--- config.mk ---
export PLATFORM = sky130hd
export DESIGN_NAME = alu_writeback
export DESIGN_NICKNAME = d
export VERILOG_FILES = /design/src/rtl/alu_defs_pkg.sv /design/src/rtl/psr_cond_eval.sv /design/src/rtl/alu_writeback.sv
export SDC_FILE = /design/constraint.sdc
export NUM_CORES = 1
export LEC_CHECK = 0
export CAP_MARGIN = 20
export CORE_MARGIN = 2
export CORE_UTILIZATION = 25
export CTS_CLUSTER_DIAMETER = 30
export DETAILED_ROUTE_END_ITERATION = 10
export HOLD_SLACK_MARGIN = 0.1
export PLACE_DENSITY = 0.54
export SYNTH_ARGS = -nofsm -noshare
export SYNTH_HDL_FRONTEND = slang
export SYNTH_SLANG_ARGS = --single-unit
--- constraint.sdc ---
create_clock -name clk -period 6.3 [get_ports clk]
set_input_delay 1.89 -clock clk [delete_from_list [all_inputs] [get_ports clk]]
set_output_delay 1.89 -clock clk [all_outputs]
set_load 0.01 [all_outputs]
--- src/rtl/alu_defs_pkg.sv ---
// alu_defs: shared definitions for the ALU writeback stage.
//   - CLFZN flag bit positions (C = 4 ... N = 0)
//   - op kind encodings carried alongside each ALU result
//   - the 16 CR16 condition codes
//   - the payload record held in each skid-buffer entry
package alu_defs;

  localparam int FLAG_C = 4;
  localparam int FLAG_L = 3;
  localparam int FLAG_F = 2;
  localparam int FLAG_Z = 1;
  localparam int FLAG_N = 0;

  typedef enum logic [1:0] {
    KIND_ALU   = 2'b00,
    KIND_SCOND = 2'b01,
    KIND_BCOND = 2'b10,
    KIND_CMP   = 2'b11
  } kind_e;

  typedef enum logic [3:0] {
    COND_EQ = 4'd0,  COND_NE = 4'd1,
    COND_CS = 4'd2,  COND_CC = 4'd3,
    COND_HI = 4'd4,  COND_LS = 4'd5,
    COND_GT = 4'd6,  COND_LE = 4'd7,
    COND_FS = 4'd8,  COND_FC = 4'd9,
    COND_LO = 4'd10, COND_HS = 4'd11,
    COND_LT = 4'd12, COND_GE = 4'd13,
    COND_UC = 4'd14, COND_NV = 4'd15
  } cond_e;

  // One completed operation as presented to the register file / branch unit.
  typedef struct packed {
    logic        we;
    logic [3:0]  addr;
    logic [15:0] data;
    logic        taken;
  } wb_entry_t;

endpackage

--- src/rtl/psr_cond_eval.sv ---
// psr_cond_eval: combinational CR16 condition-code evaluation.
// Ports:
//   psr_i       [4:0] current PSR flags, CLFZN order
//   cond_i      [3:0] condition code
//   cond_true_o       1 when the condition holds
module psr_cond_eval
  import alu_defs::*;
(
  input  logic [4:0] psr_i,
  input  logic [3:0] cond_i,
  output logic       cond_true_o
);

  logic c, l, f, z, n;

  assign c = psr_i[FLAG_C];
  assign l = psr_i[FLAG_L];
  assign f = psr_i[FLAG_F];
  assign z = psr_i[FLAG_Z];
  assign n = psr_i[FLAG_N];

  always_comb begin
    // NOTE: default assignment first so no path leaves the output unassigned,
    // which would otherwise infer a latch.
    cond_true_o = 1'b0;
    case (cond_e'(cond_i))
      COND_EQ: cond_true_o = z;
      COND_NE: cond_true_o = !z;
      COND_CS: cond_true_o = c;
      COND_CC: cond_true_o = !c;
      COND_HI: cond_true_o = l;
      COND_LS: cond_true_o = !l;
      COND_GT: cond_true_o = n;
      COND_LE: cond_true_o = !n;
      COND_FS: cond_true_o = f;
      COND_FC: cond_true_o = !f;
      COND_LO: cond_true_o = !l && !z;
      COND_HS: cond_true_o = l || z;
      COND_LT: cond_true_o = !n && !z;
      COND_GE: cond_true_o = n || z;
      COND_UC: cond_true_o = 1'b1;
      COND_NV: cond_true_o = 1'b0;
      default: cond_true_o = 1'b0;
    endcase
  end

endmodule

--- src/rtl/alu_writeback.sv ---
// alu_writeback: pipeline stage after the 16-bit ALU.
// Maintains the PSR, evaluates Scond/Bcond conditions against the PSR as it
// stood before the incoming op, and buffers completed ops in a 2-entry skid
// FIFO feeding the register-file write port and branch unit.
// Ports:
//   clk, reset                 clock, async active-high reset
//   in_valid / in_ready        upstream handshake (in_ready = not full)
//   alu_res, alu_flags         ALU result and CLFZN flags
//   kind, dest, flag_mask,cond op kind, destination, PSR update mask, cond code
//   flush                      synchronous discard of buffer and incoming op
//   out_valid / out_ready      downstream handshake
//   out_we, out_addr, out_data register-file write for the head entry
//   out_taken                  BCOND outcome for the head entry
//   psr                        current PSR
module alu_writeback
  import alu_defs::*;
#(
  parameter int DEPTH = 2
) (
  input  logic        clk,
  input  logic        reset,
  input  logic        in_valid,
  output logic        in_ready,
  input  logic [15:0] alu_res,
  input  logic [4:0]  alu_flags,
  input  logic [1:0]  kind,
  input  logic [3:0]  dest,
  input  logic [4:0]  flag_mask,
  input  logic [3:0]  cond,
  input  logic        flush,
  output logic        out_valid,
  input  logic        out_ready,
  output logic        out_we,
  output logic [3:0]  out_addr,
  output logic [15:0] out_data,
  output logic        out_taken,
  output logic [4:0]  psr
);

  logic [1:0] count_q, count_d;
  logic       rd_ptr_q, rd_ptr_d;
  logic       wr_ptr_q, wr_ptr_d;
  logic [4:0] psr_q, psr_d;
  wb_entry_t  mem_q [DEPTH];
  wb_entry_t  new_entry;
  wb_entry_t  head;
  logic       cond_true;
  logic       push, pop;

  // Evaluated on the registered PSR, i.e. before this op's own flag update.
  psr_cond_eval u_cond (
    .psr_i       (psr_q),
    .cond_i      (cond),
    .cond_true_o (cond_true)
  );

  assign in_ready  = (count_q != 2'd2);
  assign out_valid = (count_q != 2'd0);
  assign push      = in_valid && in_ready && !flush;
  assign pop       = out_valid && out_ready && !flush;

  always_comb begin
    new_entry      = '0;
    new_entry.addr = dest;
    case (kind_e'(kind))
      KIND_ALU: begin
        new_entry.we   = 1'b1;
        new_entry.data = alu_res;
      end
      KIND_SCOND: begin
        new_entry.we   = 1'b1;
        new_entry.data = {15'b0, cond_true};
      end
      KIND_BCOND: new_entry.taken = cond_true;
      default:    ;
    endcase
  end

  always_comb begin
    count_d  = count_q;
    rd_ptr_d = rd_ptr_q;
    wr_ptr_d = wr_ptr_q;
    psr_d    = psr_q;
    if (flush) begin
      count_d  = 2'd0;
      rd_ptr_d = 1'b0;
      wr_ptr_d = 1'b0;
    end else begin
      if (push) begin
        wr_ptr_d = ~wr_ptr_q;
        psr_d    = (psr_q & ~flag_mask) | (alu_flags & flag_mask);
      end
      if (pop) rd_ptr_d = ~rd_ptr_q;
      case ({push, pop})
        2'b10:   count_d = count_q + 2'd1;
        2'b01:   count_d = count_q - 2'd1;
        default: count_d = count_q;
      endcase
    end
  end

  // NOTE: sequential state uses non-blocking assignments so every register
  // samples the pre-edge values regardless of statement order.
  always_ff @(posedge clk or posedge reset) begin
    if (reset) begin
      count_q  <= 2'd0;
      rd_ptr_q <= 1'b0;
      wr_ptr_q <= 1'b0;
      psr_q    <= 5'b0;
    end else begin
      count_q  <= count_d;
      rd_ptr_q <= rd_ptr_d;
      wr_ptr_q <= wr_ptr_d;
      psr_q    <= psr_d;
    end
  end

  // NOTE: payload storage is deliberately not reset; stale contents are never
  // visible because every output is gated by out_valid.
  always_ff @(posedge clk) begin
    if (push) mem_q[wr_ptr_q] <= new_entry;
  end

  assign head      = mem_q[rd_ptr_q];
  assign out_we    = out_valid && head.we;
  assign out_addr  = out_valid ? head.addr : 4'd0;
  assign out_data  = out_valid ? head.data : 16'd0;
  assign out_taken = out_valid && head.taken;
  assign psr       = psr_q;

endmodule

==> results of run 1 <==
-- flip-flops by register name (all words and copies together) (netlist names), named ones only --
register  cells
mem_q        44
count_q       2
rd_ptr_q      1
wr_ptr_q      1
-- placed cells by master (no fill, tap or decap), types with 2 or more instances in the layout --
cell / count
clkdlybuf4s50_1: 69
edfxtp_1: 44
nor2_1: 32
mux2i_1: 22
and2_1: 17
nand2_1: 13
dfrtp_1: 9
nand2b_1: 6
inv_1: 5
a21oi_1: 5
clkbuf_8: 5
mux2_2: 4
xor2_1: 3
nor2_2: 2
nand3b_1: 2
buf_8: 2
buf_4: 2
-- cell families after synthesis --
| logic type | after synthesis | share of synthesized area, % |
|---|---|---|
| simple gates | 78 | 15.8 |
| flops | 53 | 63.2 |
| mux | 28 | 12.2 |
| buf+inv | 15 | 3.12 |
| compound gates | 13 | 3.94 |
| xor+xnor | 4 | 1.74 |
-- worst min-delay path by stage --
stage | from | to | slack, ns | cells after the start
2_1_floorplan | wr_ptr_q | wr_ptr_q | 0.52 | 2
3_3_place_gp | rd_ptr_q | rd_ptr_q | 0.55 | 2
3_5_place_dp | rd_ptr_q | rd_ptr_q | 0.54 | 2
4_1_cts | rd_ptr_q | rd_ptr_q | 0.57 | 2
5_1_grt | flip-flop | flip-flop | 0.61 | 1
6_report | rd_ptr_q | rd_ptr_q | 0.56 | 2
-- power groups by stage --
stage          Sequential [W]  Combinational [W]  Clock [W]
2_1_floorplan        0.000424          0.0000775          0
3_3_place_gp         0.000424           0.000157          0
3_5_place_dp         0.000425           0.000158          0
4_1_cts              0.000417           0.000159   0.000234
5_1_grt              0.000419           0.000174   0.000252
6_report             0.000416           0.000158   0.000229
-- stage by stage --
stage	utilization (%)	total power, W	cells
after floorplan	-	0.000502	191
after global placement	33.9	0.000581	385
after detailed placement	33.9	0.000582	385
after CTS	35.1	0.000810	393
after global routing	35.4	0.000845	395
final	35.4	0.000803	395
-- cell type report --
type / instances / area [µm²]
clock buffer: 6 / 72.6
timing repair buffer: 73 / 736
clock inverter: 2 / 38.8
multi-input combinational: 123 / 833
fill: 996 / 6230
sequential: 53 / 1550
inverter: 5 / 18.8
tap: 133 / 166
-- layer usage --
layer,up-vias,share of wire (%),global-route usage (%)
met1,754,43,11.4
met3,8,7.0,3.05
met5,-,0,0
met4,0,1.4,3.34
li1,808,-,-
met2,48,48,16.8
-- worst reg2reg max path, stage by stage (launching register included) --
cell and delay [ns]:
dfrtp_1 0.42, nand2b_1 0.18, nand2_1 0.13, nor2_2 0.23
and2_1 0.50, buf_8 0.24
==> impl_metrics.ini, run 1 <==
[outcome]
status = finished clean

[sta]
skew_ns = 0.00995
tightest_slew_ns = 0.966
timing.hold.ws_ns = 0.556
setup_viol = 0
slew_headroom_pct = 35.4
layout_setup_ws_ns = 2.51
slew_violations = 0
rsz0062_at_grt = no
fmax_mhz = 264
min_period_over_period_pct = 60.1
setup_tns_ns = 0
fin_crit_ns = 3.79
hold_violations = 0

[logic_synthesis]
syn_nets = 232
synth_top_flop_cell = edfxtp_1
synthDominantCellAreaShare_pct = 54.0
synth.top_cells.by_area = edfxtp_1 54%, dfrtp_1 9.2%, mux2i_1 9.0%, nor2_1 5.1%, and2_1 4.3%
synth_edf_count = 44
ys_ff_latch = 53
synth_most_common_cell = edfxtp_1
ys_seq_area_share_pct = 63.2
syn-mean-instance-area_um2 = 12.8
yosys_warnings = 0
syn-cell-area_um2 = 2450
synth-async-reset-ratio_pct = 17.0
synth_common_cells = 44 x edfxtp_1, 33 x nor2_1, 22 x mux2i_1, 17 x and2_1, 13 x nand2_1
synth_top_cell_by_area = edfxtp_1
ys_types = 32
syn_inst = 191

[routing]
avgRoutedWirePerCell_um = 12.3
drc = 0
drtAntennaViolNets = 0
first_iter_violations = 49
wl_mm = 4.85
drt_first_pass_iters = 4
vias = 1618
vias_per_cell = 4.10

[power_and_ir_drop]
swShare_pct = 23.9
seq_power_share_pct = 51.8
internal_power_w = 0.000611
p_sw_w = 0.000192
peakVddDrop_mv = 0.0834
p_per_area_nw_per_um2 = 235
combinationalPowerShare_pct = 19.6
pwr-share-clk_pct = 28.6
p_leak_nw = 1.17

[floorplanning]
core_area_um2 = 9640
fp.dieH_um = 103
io_pins = 70
die_w_um = 103
die_area_um2 = 10600
start_util_pct = 25.4
num_rows = 36

[global_route]
grt_first_pass_wirelength_mm = 7.80
antenna_found_initial = 0
grt_usage_pct = 9.72
grt_start_max_net_pins = 25
grt_pass1_vias = 1626
gr-total-overflow = 0

[setup_path]
cpPeakStageDelay_ns = 0.55
critPathTopFamily = buffers and inverters
critPathBufInv = 2
cp.required_ns = 4.41
cp-end-kind = primary output
path_depth = 4
r2r_cells = 5
ff2ff_setup_slack_ns = 4.31
worst-setup-path-type = reg2out
crit_path_end = out_data[4]
rr_endpoint = mem_q[1][12]
cp_cell_sequence = buf_4 -> mux2i_1 -> nor2_1 -> clkdlybuf4s50_1
slowest_stage = clkdlybuf4s50_1
critical_path.startpoint = rd_ptr_q
worst_ep_arrival_time_ns = 1.90
critical_path.startpoint_type = flip-flop
crit_fanout = 22
reg2reg_from = count_q[0]

[placed_design]
routabilityCongestion = 0.680
dpl.hpwl_mm = 3.29
dp_slack_ns = 2.12
portBuffers = 69
place_area_um2 = 3270

[clocking]
cts_setup_buffers = 0
cts_tree = yes
numCtsBuffers = 5
cts_resized = 0
path_clk_slew_ns = 0.09
clk_path_buf_depth = 2
hold_buffers = 0
insertion_delay_ns = 0.31
cts.sinks = 53
htree_levels = 2
root_buffer = clkbuf_8

[layout]
drive_gt1_share_pct = 8.78
fin_nets = 302
stdcell_area_um2 = 3410
syn2layout_area_growth_pct = 39.3
antenna_cells = 0

[worst_hold_path]
hp-class = reg2reg

[run]
maxCapViolCount = 0
Power figures use the tool's default switching activity.
==> inputs of run 2 (changes only) <==
clock period = 3.7 ns   (was 6.3 ns; I/O delays follow)
==> run 2 against run 1 <==
Compared with the run above:
- clock skew decreased by 0.0011 ns
- register-to-register slack got worse by 2.4 ns
- sequential share of layout area increased by 0.52 points
- sequential power increased by 71%
- sequential cell count unchanged
- final area decreased by 1.1%
- via count increased by 0.19%
- non-clock buffer count unchanged
- largest cell class unchanged
- largest power group unchanged
==> impl_metrics.ini, run 2 (same netlist as run 1, synthesis figures left out) <==
[setup_path]
rr_endpoint = mem_q[1][8]
r2r_cells = 5
worst-setup-path-type = reg2out
critical_path.startpoint = rd_ptr_q
worst_ep_arrival_time_ns = 1.89
cp-end-kind = primary output
critical_path.startpoint_type = flip-flop
cp.required_ns = 2.59
crit_fanout = 22
ff2ff_setup_slack_ns = 1.95
reg2reg_from = count_q[0]
crit_path_end = out_data[15]

[sta]
fin_crit_ns = 3.00
min_period_over_period_pct = 81.0
rsz0062_at_grt = no
slew_headroom_pct = 32.4
timing.hold.ws_ns = 0.570
tightest_slew_ns = 1.01
slew_violations = 0
skew_ns = 0.00881
layout_setup_ws_ns = 0.703
setup_viol = 0
setup_tns_ns = 0
hold_violations = 0
fmax_mhz = 334

[power_and_ir_drop]
seq_power_share_pct = 55.0
swShare_pct = 25.0
pwr-share-clk_pct = 24.4
p_per_area_nw_per_um2 = 383
internal_power_w = 0.000968
p_sw_w = 0.000323
combinationalPowerShare_pct = 20.6
p_total_w = 0.00129
peakVddDrop_mv = 0.149
p_leak_nw = 1.15

[global_route]
grt_pass1_vias = 1533
grt_first_pass_wirelength_mm = 7.62
antenna_found_initial = 0
grt_usage_pct = 9.37
grt_start_max_net_pins = 23
gr-total-overflow = 0

[run]
maxCapViolCount = 0

[clocking]
cts_tree = yes
cts_setup_buffers = 0
cts.sinks = 53
root_buffer = clkbuf_8
clk_path_buf_depth = 2
path_clk_slew_ns = 0.08
hold_buffers = 0
cts_resized = 0
htree_levels = 2
numCtsBuffers = 5
insertion_delay_ns = 0.30

[placed_design]
portBuffers = 69
routabilityCongestion = 0.722
dp_slack_ns = 0.627
dpl.hpwl_mm = 3.37

[routing]
first_iter_violations = 29
wl_mm = 4.89
vias = 1621
drt_first_pass_iters = 3
drtAntennaViolNets = 0
vias_per_cell = 4.10
avgRoutedWirePerCell_um = 12.4
drc = 0

[floorplanning]
io_pins = 70
num_rows = 36
core_area_um2 = 9640
die_w_um = 103
fp.dieH_um = 103
start_util_pct = 25.4
die_area_um2 = 10600

[layout]
multi_input_area_um2 = 833
final-seq-area_um2 = 1550
top_regs = mem_q: 44 flops, count_q: 2 flops
layout_commonest_cell = clkdlybuf4s50_1
fill_cells = 967
regMostFlops = mem_q
drive_gt1_share_pct = 8.78
layout_common_cells = 69 x clkdlybuf4s50_1, 44 x edfxtp_1, 32 x nor2_1
largest_reg_flops = 44
fin_nets = 302
antenna_cells = 0
syn2layout_area_growth_pct = 37.8

[worst_hold_path]
hold_depth = 2
hp-class = reg2reg

[outcome]
status = finished clean
run 2: cell types whose count changed in the layout (fill, tap and decap cells not counted):
cell and change:
buf_8 -2, bufinv_16 -1, clkinv_4 -1, buf_4 +2, clkinvlp_4 +2
run 2: critical path, stage by stage (launching register included):
cell	delay, ns
dfrtp_1	0.38
buf_4	0.39
mux2i_1	0.13
nor2_1	0.14
clkdlybuf4s50_1	0.56
run 2: power by group through the flow:
| stage | combinational (W) | clock (W) | sequential [W] |
|---|---|---|---|
| after detailed placement | 0.000271 | 0 | 0.000725 |
| after global placement | 0.000269 | 0 | 0.000723 |
| after floorplan | 0.000132 | 0 | 0.000722 |
| after global routing | 0.000291 | 0.000357 | 0.000716 |
| after CTS | 0.000272 | 0.000332 | 0.000711 |
| final | 0.000266 | 0.000315 | 0.000710 |
run 2: through the flow:
step | instance area (µm²) | std cells | utilization (%)
2_1_floorplan | 2450 | 191 | -
3_3_place_gp | 3290 | 387 | 34.1
3_5_place_dp | 3290 | 387 | 34.1
4_1_cts | 3370 | 395 | 35.0
5_1_grt | 3370 | 395 | 35.0
6_report | 3370 | 395 | 35.0
run 2: cell type report:
cell class              instances  area share [%]
clock buffers                   6            2.15
repair buffers                 73            21.4
clock inverters                 2           0.445
inverters                       5           0.556
well taps                     133            4.93
multi-input cells             123            24.7
flip-flops and latches         53            45.8
run 2: routing by layer:
layer	up-vias	GRT usage (%)	wire length [µm]
met2	46	15.8	2440
met3	6	2.92	251
li1	809	-	-
met1	760	11.7	2140
met5	-	0	0
met4	0	2.43	58
run 2: worst min-delay path by stage:
stage | endpoint | from
after floorplan | wr_ptr_q | wr_ptr_q
after global placement | rd_ptr_q | rd_ptr_q
after detailed placement | rd_ptr_q | rd_ptr_q
after CTS | rd_ptr_q | rd_ptr_q
after global routing | rd_ptr_q | rd_ptr_q
final | rd_ptr_q | rd_ptr_q
